`src/rtl/mem_bus_arbiter.sv`:
```
// Registered round-robin arbiter between three memory masters (loader, cpu,
// reader) and a single memory port. One transaction at a time; a watchdog
// aborts transactions that memory never acknowledges.
//
// state | meaning
// ------+----------------------------------------------------------------
// IDLE  | no transaction; pick next requester starting at the rotation ptr
// BUSY  | mem_* driven and held; waiting for mem_response or watchdog
// DONE  | one-cycle response pulse to the granted master; advance ptr
module mem_bus_arbiter #(
   parameter int ADDR_WIDTH = 16,
   parameter int DATA_WIDTH = 16,
   parameter int TIMEOUT    = 255
) (
   input  logic                    clk,
   input  logic                    reset,
   input  logic [2:0]              m_request,
   input  logic [2:0]              m_mode,
   input  logic [3*ADDR_WIDTH-1:0] m_locator,
   input  logic [3*DATA_WIDTH-1:0] m_write,
   output logic [2:0]              m_response,
   output logic                    m_error,
   output logic [DATA_WIDTH-1:0]   m_read,
   output logic                    mem_request,
   output logic                    mem_mode,
   output logic [ADDR_WIDTH-1:0]   mem_locator,
   output logic [DATA_WIDTH-1:0]   mem_write,
   input  logic                    mem_response,
   input  logic [DATA_WIDTH-1:0]   mem_read,
   output logic [1:0]              grant
);

   // Watchdog is sized to hold TIMEOUT itself so the terminal compare never wraps.
   localparam int WD_W = (TIMEOUT < 2) ? 1 : $clog2(TIMEOUT + 1);
   localparam logic [WD_W-1:0] WD_LAST = WD_W'(TIMEOUT - 1);

   typedef enum logic [1:0] {
      IDLE = 2'd0,
      BUSY = 2'd1,
      DONE = 2'd2
   } state_t;

   state_t                  state, state_nx;
   logic [1:0]              ptr, ptr_nx;
   logic [1:0]              grant_nx;
   logic [WD_W-1:0]         wd, wd_nx;
   logic                    mem_request_nx;
   logic                    mem_mode_nx;
   logic [ADDR_WIDTH-1:0]   mem_locator_nx;
   logic [DATA_WIDTH-1:0]   mem_write_nx;
   logic [2:0]              m_response_nx;
   logic                    m_error_nx;
   logic [DATA_WIDTH-1:0]   m_read_nx;

   logic                    sel_valid;
   logic [1:0]              sel_idx;

   // Master indices live in 0..2; sums of an index and an offset stay below 6.
   function automatic logic [1:0] wrap3(input logic [2:0] v);
      logic [2:0] r;
      r = (v >= 3'd3) ? (v - 3'd3) : v;
      return r[1:0];
   endfunction

   // Round-robin pick: scan ptr, ptr+1, ptr+2; lowest offset with a request wins.
   always_comb begin
      sel_valid = 1'b0;
      sel_idx   = 2'd0;
      for (int k = 2; k >= 0; k--) begin
         if (m_request[wrap3({1'b0, ptr} + 3'(k))]) begin
            sel_valid = 1'b1;
            sel_idx   = wrap3({1'b0, ptr} + 3'(k));
         end
      end
   end

   // Next-state and next-output logic; every output is registered below.
   always_comb begin
      state_nx       = state;
      ptr_nx         = ptr;
      grant_nx       = grant;
      wd_nx          = wd;
      mem_request_nx = mem_request;
      mem_mode_nx    = mem_mode;
      mem_locator_nx = mem_locator;
      mem_write_nx   = mem_write;
      m_response_nx  = 3'b000;
      m_error_nx     = 1'b0;
      m_read_nx      = m_read;

      case (state)
         IDLE: begin
            if (sel_valid) begin
               mem_request_nx = 1'b1;
               mem_mode_nx    = m_mode[sel_idx];
               mem_locator_nx = m_locator[int'(sel_idx)*ADDR_WIDTH +: ADDR_WIDTH];
               mem_write_nx   = m_write[int'(sel_idx)*DATA_WIDTH +: DATA_WIDTH];
               grant_nx       = sel_idx;
               wd_nx          = '0;
               state_nx       = BUSY;
            end else begin
               mem_request_nx = 1'b0;
               mem_mode_nx    = 1'b0;
               mem_locator_nx = '0;
               mem_write_nx   = '0;
            end
         end

         BUSY: begin
            if (mem_response || (wd == WD_LAST)) begin
               // Only a genuine read completion updates the shared read register.
               if (mem_response && !mem_mode) begin
                  m_read_nx = mem_read;
               end
               m_response_nx  = 3'b001 << grant;
               m_error_nx     = !mem_response;
               mem_request_nx = 1'b0;
               mem_mode_nx    = 1'b0;
               mem_locator_nx = '0;
               mem_write_nx   = '0;
               state_nx       = DONE;
            end else begin
               wd_nx = wd + 1'b1;
            end
         end

         DONE: begin
            ptr_nx   = wrap3({1'b0, grant} + 3'd1);
            state_nx = IDLE;
         end

         default: begin
            state_nx = IDLE;
         end
      endcase
   end

   // State and output registers with synchronous reset.
   always_ff @(posedge clk) begin
      if (reset) begin
         state       <= IDLE;
         ptr         <= 2'd0;
         grant       <= 2'd0;
         wd          <= '0;
         mem_request <= 1'b0;
         mem_mode    <= 1'b0;
         mem_locator <= '0;
         mem_write   <= '0;
         m_response  <= 3'b000;
         m_error     <= 1'b0;
         m_read      <= '0;
      end else begin
         state       <= state_nx;
         ptr         <= ptr_nx;
         grant       <= grant_nx;
         wd          <= wd_nx;
         mem_request <= mem_request_nx;
         mem_mode    <= mem_mode_nx;
         mem_locator <= mem_locator_nx;
         mem_write   <= mem_write_nx;
         m_response  <= m_response_nx;
         m_error     <= m_error_nx;
         m_read      <= m_read_nx;
      end
   end

endmodule

```
`config.mk`:
```
export PLATFORM = sky130hd
export DESIGN_NAME = mem_bus_arbiter
export DESIGN_NICKNAME = d
export VERILOG_FILES = /design/src/rtl/mem_bus_arbiter.sv
export SDC_FILE = /design/constraint.sdc
export NUM_CORES = 1
export LEC_CHECK = 0
export ABC_AREA = 1
export ABC_CLOCK_PERIOD_IN_PS = 3100
export CORE_ASPECT_RATIO = 0.7
export CORE_MARGIN = 2
export CORE_UTILIZATION = 40
export CTS_CLUSTER_DIAMETER = 30
export CTS_CLUSTER_SIZE = 8
export DETAILED_ROUTE_END_ITERATION = 6
export GPL_ROUTABILITY_DRIVEN = 0
export HOLD_SLACK_MARGIN = 0.08
export PLACE_DENSITY = 0.79
export SLEW_MARGIN = 20
export SYNTH_ARGS = -nofsm -noshare
export SYNTH_HDL_FRONTEND = slang
export SYNTH_SLANG_ARGS = --single-unit
```
`constraint.sdc`:
```
create_clock -name clk -period 3.1 [get_ports clk]
set_clock_uncertainty 0.1 [all_clocks]
set_input_delay 0.62 -clock clk [delete_from_list [all_inputs] [get_ports clk]]
set_output_delay 0.62 -clock clk [all_outputs]
set_load 0.05 [all_outputs]
```
======== After elaboration in Yosys (flattened, before gate mapping) ========
Index checks and enable logic that the tools add are counted.
operators by class
  $add $sub $neg .......................... 8
  magnitude comparators ................... 8
  equality and inequality tests ........... 6
  shift operators ......................... 3
  mux-type cells .......................... 34
  bitwise gates (word level) .............. 2
  reductions and logical operators ........ 12
operators by type and width
  kind                                                                           count
  48-bit by 7-bit indexed part select with 16-bit output                         2
  16-bit case mux with 2 select lines                                            2
  16-bit 2-to-1 mux                                                              3
  2-bit 2-to-1 mux                                                               9
  8-bit 2-to-1 mux                                                               2
  8-bit case mux with 2 select lines                                             1
  2-bit by 3-bit less-than comparator with 1-bit output (second input constant)  4
  1-bit 2-to-1 mux                                                               10
  3-bit by 2-bit >= comparator with 1-bit output (second input constant)         3
  8-bit by 1-bit adder with 8-bit output (second input constant)                 1
  1-bit binary-select mux with 2-bit select                                      4
  8-bit equality test (second input constant)                                    1
  2-bit subtractor (second input constant)                                       4
  2-bit by 1-bit adder with 3-bit output (second input constant)                 2
  2-bit inequality test (second input constant)                                  3
  2-bit AND reduction                                                            3
  3-bit AND reduction                                                            2
  1-bit case mux with 2 select lines                                             2
  2-bit case mux with 2 select lines                                             1
  2-bit by 2-bit adder with 3-bit output (second input constant)                 1
  3-bit OR reduction                                                             1
  1-bit by 2-bit << shifter with 3-bit output (first input constant)             1
  2-bit by 1-bit equality test with 1-bit output (second input constant)         1
  2-bit equality test (second input constant)                                    1
  7 further kinds                                                                9
storage, ports and cells
  register bits after elaboration ......... 68
  input bits .............................. 121
  output and inout port bits .............. 56
  word-level logic and storage cells ...... 84

======== Longest topological paths before layout ========
  depth after elaboration ................. 12
  depth in mapped cells ................... 14
  depth with buffers taken out ............ 13

======== Worst setup path before layout ========
Ideal clock, no wire load.
  path kind ............................... register -> register
  start point ............................. register ptr[0]
  end point ............................... register mem_write[10]
  library setup time ...................... 0.132 ns
  data arrival time ....................... 1.730 ns
  data required time ...................... 2.868 ns
  setup slack ............................. 1.138 ns
  stages on the path, launching flop included .. 14
  path buffers ............................ 1
  period minus slack after synthesis ...... 1.962 ns
  cells stage by stage .................... dfxtp_1 -> inv_1 -> ha_1 -> inv_2 -> nand2_1 -> nand3_1 -> nand2_1 -> nand2_1 -> nand2_1 -> nand2_2 -> clkbuf_1 -> nand3_1 -> nand3_1 -> a21oi_1
between the ends
  word-level cells in the longest chain between the ends .. 11
  elaborated cells on any way between the ends .. 26
  classes of those cells .................. 5 x add/sub; 3 x order compare; 1 x shift; 17 x mux
ends and longest elaborated chain
  what                                                                                RTL line  text
  start: declaration                                                                  44        logic [1:0] ptr, ptr_nx;
  start signal: assignment                                                            154       ptr <= ptr_nx;
  2-bit by 2-bit adder with 3-bit output                                              70, 72
  3-bit by 2-bit >= comparator with 1-bit output or 2-bit subtractor (tied branches)  61        r = (v >= 3'd3) ? (v - 3'd3) : v;
  2-bit 2-to-1 mux                                                                    61
  1-bit binary-select mux with 2-bit select                                           70        if (m_request[wrap3({1'b0, ptr} + 3'(k))]) begin
  1-bit 2-to-1 mux (not written as such)                                              70
  2-bit 2-to-1 mux (3 in series)                                                      70
  48-bit by 7-bit indexed part select with 16-bit output                              97        mem_write_nx = m_write[int'(sel_idx)*DATA_WIDTH +: DATA_WIDTH];
  16-bit 2-to-1 mux (*)                                                               93        if (sel_valid) begin
  16-bit case mux with 2 select lines (*)                                             91        case (state)
  end signal: assignment                                                              160       mem_write <= mem_write_nx;
  end: declaration                                                                    27        output logic [DATA_WIDTH-1:0] mem_write,
Every way passes the cells marked *; elsewhere a longest branch is shown, timed or not. The select of a mux whose other input is x is not followed.
A chain may end at the register's enable or synchronous reset.

======== Final worst setup path ========
  start point ............................. register grant[0]
  end point ............................... output grant[0]
RTL lines
  what                      RTL line  text
  start: declaration        30        output logic [1:0] grant
  start signal: assignment  155       grant <= grant_nx;
No word-level cell between the ends.

==> flow_summary.ini <==
[status]
status = completed

[synthesis]
synth-warning-count = 0
postSynthNetCount = 676
yosysUniqueCellTypes = 28
ys_seq_elements = 68
synth_top_flop_cell = sky130_fd_sc_hd__dfxtp_1
synth.yosys.seq_area_share_pct = 36.69
asyncSetResetFlopFracSynth_pct = 0
post_synth_xor_area_fraction_pct = 0.4722
synth-compound-area-share_pct = 20.74
muxShareOfSynthArea_pct = 0
syn_area_per_cell_um2 = 6.757
synthSimpleGateAreaFrac_pct = 26.61
yosys.area_share.adder_pct = 2.024
postSynthCellCount = 549
main_combinational_cell_family_by_area_after_synthesis = simple AND/OR/NAND/NOR gates
synth-edff-count = 0
syn_area_um2 = 3710

[timing]
timing_worst_slew_pin_value_ns = 0.6356
timing.final.hold_violations = 0
min_period_over_period_pct = 75.57
fin_setup_tns_ns = 0
maxSlewHeadroom_pct = 57.48
finalSetupViolations = 0
tmin_final_ns = 2.343
setup_repair_after_global_routing_missed_its_margin = false
maxClockFrequency_mhz = 426.8
setup_slack_ns = 0.7572
final-max-slew-violation-count = 0

[clocking]
cts.sink_count = 68
clock_tree.htree_level_count = 3
clk_latency_ns = 0.33
root_buffer_master = sky130_fd_sc_hd__clkbuf_16
cts_inserted_buffers = 9
cts_hold_buffers = 0
setup_fix_buffers_added_after_clock_tree_synthesis = 0
clkTransAtPathRegs_ns = 0.06
max-clock-path-buffers = 2
cts_resized = 0
tritoncts = built

[worst_hold_path]
whs_endpoint = mem_request
holdPathStages = 2
worstHoldPathType = reg2reg
min_from = mem_request

[setup_path]
criticalPathCategory = reg2out
ff2ff_setup_slack_ns = 0.77
critical_path_required_ns = 2.38
cpLargestDelayFamily = buffers and inverters
ff2ff_path_depth = 13
critPathMaxStageDelay_ns = 0.86
crit_path_start_kind = register
timing.rr.end = mem_mode
wp_buf_inv = 1
crit_chain = clkdlybuf4s50_1
worstPathArrival_ns = 1.62
worst_path_max_delay_cell = sky130_fd_sc_hd__clkdlybuf4s50_1
end_kind = output port
critPathMaxFanout = 6
worst_r2r_startpoint = ptr[0]

[grt]
grt_max_degree = 42
total_overflow_reported_by_the_global_router = 0
antenna_found_initial = 0
grt_pass1_vias = 3987
grt_first_pass_wirelength_mm = 19.11
grt_use_total_pct = 23.36

[drt]
drt_first_pass_iters = 4
first_iter_violations = 227
drc = 0
vias = 4161
drt_wl_total_mm = 11.59
wire_per_inst_um = 13.77
ant_nets = 0
viasPerCell = 4.942

[final_layout]
fin_nets = 840
area_growth_pct = 57.20
final_core_utilization_pct = 64.55
diodes = 0
fraction_of_layout_cells_with_a_size_suffix_above_1_pct = 5.710

[power]
clkPwrFrac_pct = 32.1
proportion_of_total_power_due_to_net_switching_pct = 37.07
power.static_leakage_uw = 0.002503
internal_power_uw = 2063
seqPwrFrac_pct = 31.5
power.combinational.fraction_pct = 36.4
power.density_cell_area_nw_per_um2 = 562.0
peakVddDrop_mv = 0.2980
power.net_switching_uw = 1215

[floorplanning]
boundaryPins = 177
die_area_um2 = 10070
start_util_pct = 41.06
die_width_um = 119.1
row_count = 29
dieHeight_um = 84.58
floorplan.core_area_um2 = 9035

[placement]
numPortBuffers = 176
pre_cts_slack_ns = 0.4892
dp_hpwl_mm = 8.380

[job]
max_cap_viol_count = 0
-- stage by stage --
step | power [µW] | std cells | hold WS, ns | instance area [µm²]
floorplan | 1807 | 549 | 0.3642 | 3710
global placement | 2222 | 826 | 0.3609 | 5525
detailed placement | 2240 | 826 | 0.3635 | 5525
CTS | 3298 | 842 | 0.3743 | 5832
global route | 3436 | 842 | 0.4069 | 5832
finish | 3277 | 842 | 0.3685 | 5832
-- state kept, by name, summed over array words and instances (netlist names) --
signal	count
mem_request	1
m_response	3
m_read	16
mem_write	16
m_error	1
state	2
wd	8
mem_locator	16
ptr	2
grant	2
mem_mode	1
-- cell type report --
class | count | area (µm²)
clock buffer | 9 | 225.2
clock inverter | 7 | 81.33
fill | 776 | 3203
inverter | 90 | 337.8
multi-input combinational | 360 | 1849
sequential | 68 | 1361
tap | 124 | 155.1
timing repair buffer | 184 | 1822
-- layer usage --
layer	vias up	global-route usage [%]	routed length [µm]
met3	18	7.609	872
met1	1874	28.99	5110
met2	166	38.45	5388
met4	0	7.792	223
met5	-	0	0
li1	2103	-	-
-- cell usage after synthesis (all sizes together) (6+ instances only) --
cell     n  share of area (%)
a21boi  33                6.7
a21oi   78                 11
buf     16                2.8
clkbuf  15                1.5
dfxtp   68                 37
ha       6                2.0
inv     90                9.1
nand2   81                8.7
nand3   80                 11
nor2    46                4.8
nor3     6                1.1
o21ai   21                2.8
-- worst reg2reg max path: stages, from the launching register on --
cell,delay (ns)
sky130_fd_sc_hd__dfxtp_1,0.33
sky130_fd_sc_hd__inv_1,0.08
sky130_fd_sc_hd__ha_1,0.35
sky130_fd_sc_hd__inv_2,0.08
sky130_fd_sc_hd__nand2_1,0.08
sky130_fd_sc_hd__nand3_1,0.10
sky130_fd_sc_hd__nand2_1,0.12
sky130_fd_sc_hd__nand2_1,0.06
sky130_fd_sc_hd__nand2_1,0.06
sky130_fd_sc_hd__nand2_2,0.06
sky130_fd_sc_hd__nand2_2,0.47
sky130_fd_sc_hd__nand2_1,0.16
sky130_fd_sc_hd__nand3_1,0.10
sky130_fd_sc_hd__a21oi_1,0.07
-- power groups by stage --
stage | logic (µW) | clock network (µW) | registers, µW
final | 1190 | 1050 | 1030
after global routing | 1280 | 1110 | 1040
after CTS | 1190 | 1070 | 1030
after detailed placement | 1190 | 0 | 1050
after global placement | 1180 | 0 | 1050
after floorplan | 437 | 0 | 1370
-- placed cells by master (no fill, tap or decap), types with 3 or more instances in the layout --
master                              n
sky130_fd_sc_hd__inv_2              3
sky130_fd_sc_hd__inv_1             87
sky130_fd_sc_hd__o21ai_0           21
sky130_fd_sc_hd__nand4_1            3
sky130_fd_sc_hd__nand3_1           77
sky130_fd_sc_hd__inv_6              3
sky130_fd_sc_hd__a21boi_1           4
sky130_fd_sc_hd__nor2_1            44
sky130_fd_sc_hd__buf_4              8
sky130_fd_sc_hd__a21oi_1           77
sky130_fd_sc_hd__nand2_1           76
sky130_fd_sc_hd__ha_1               6
sky130_fd_sc_hd__nand2_2            4
sky130_fd_sc_hd__nand3_2            3
sky130_fd_sc_hd__clkbuf_16          9
sky130_fd_sc_hd__clkdlybuf4s50_1  176
sky130_fd_sc_hd__dfxtp_1           68
sky130_fd_sc_hd__nor3_1             4
sky130_fd_sc_hd__a21boi_0          29
-- cells by family after synthesis --
family,count (synthesis)
adders and majority gates,6
xor gates and xnor gates,2
AOI/OAI and AO/OA,134
DFF,68
and+or+nand+nor,218
buffers and inverters,121
-- worst max-delay path by stage --
stage | cells past startpoint | to | start | slack [ns]
after CTS | 1 | grant[0] | grant[0] | 0.74
after floorplan | 13 | mem_write[10] | ptr[0] | 1.14
after global routing | 13 | mem_write[12] | ptr[0] | 0.51
after detailed placement | 11 | mem_mode | m_request[1] | 0.49
after global placement | 11 | mem_write[6] | m_request[1] | 0.54
final | 1 | grant[0] | grant[0] | 0.76
Power figures use the tool's default switching activity.
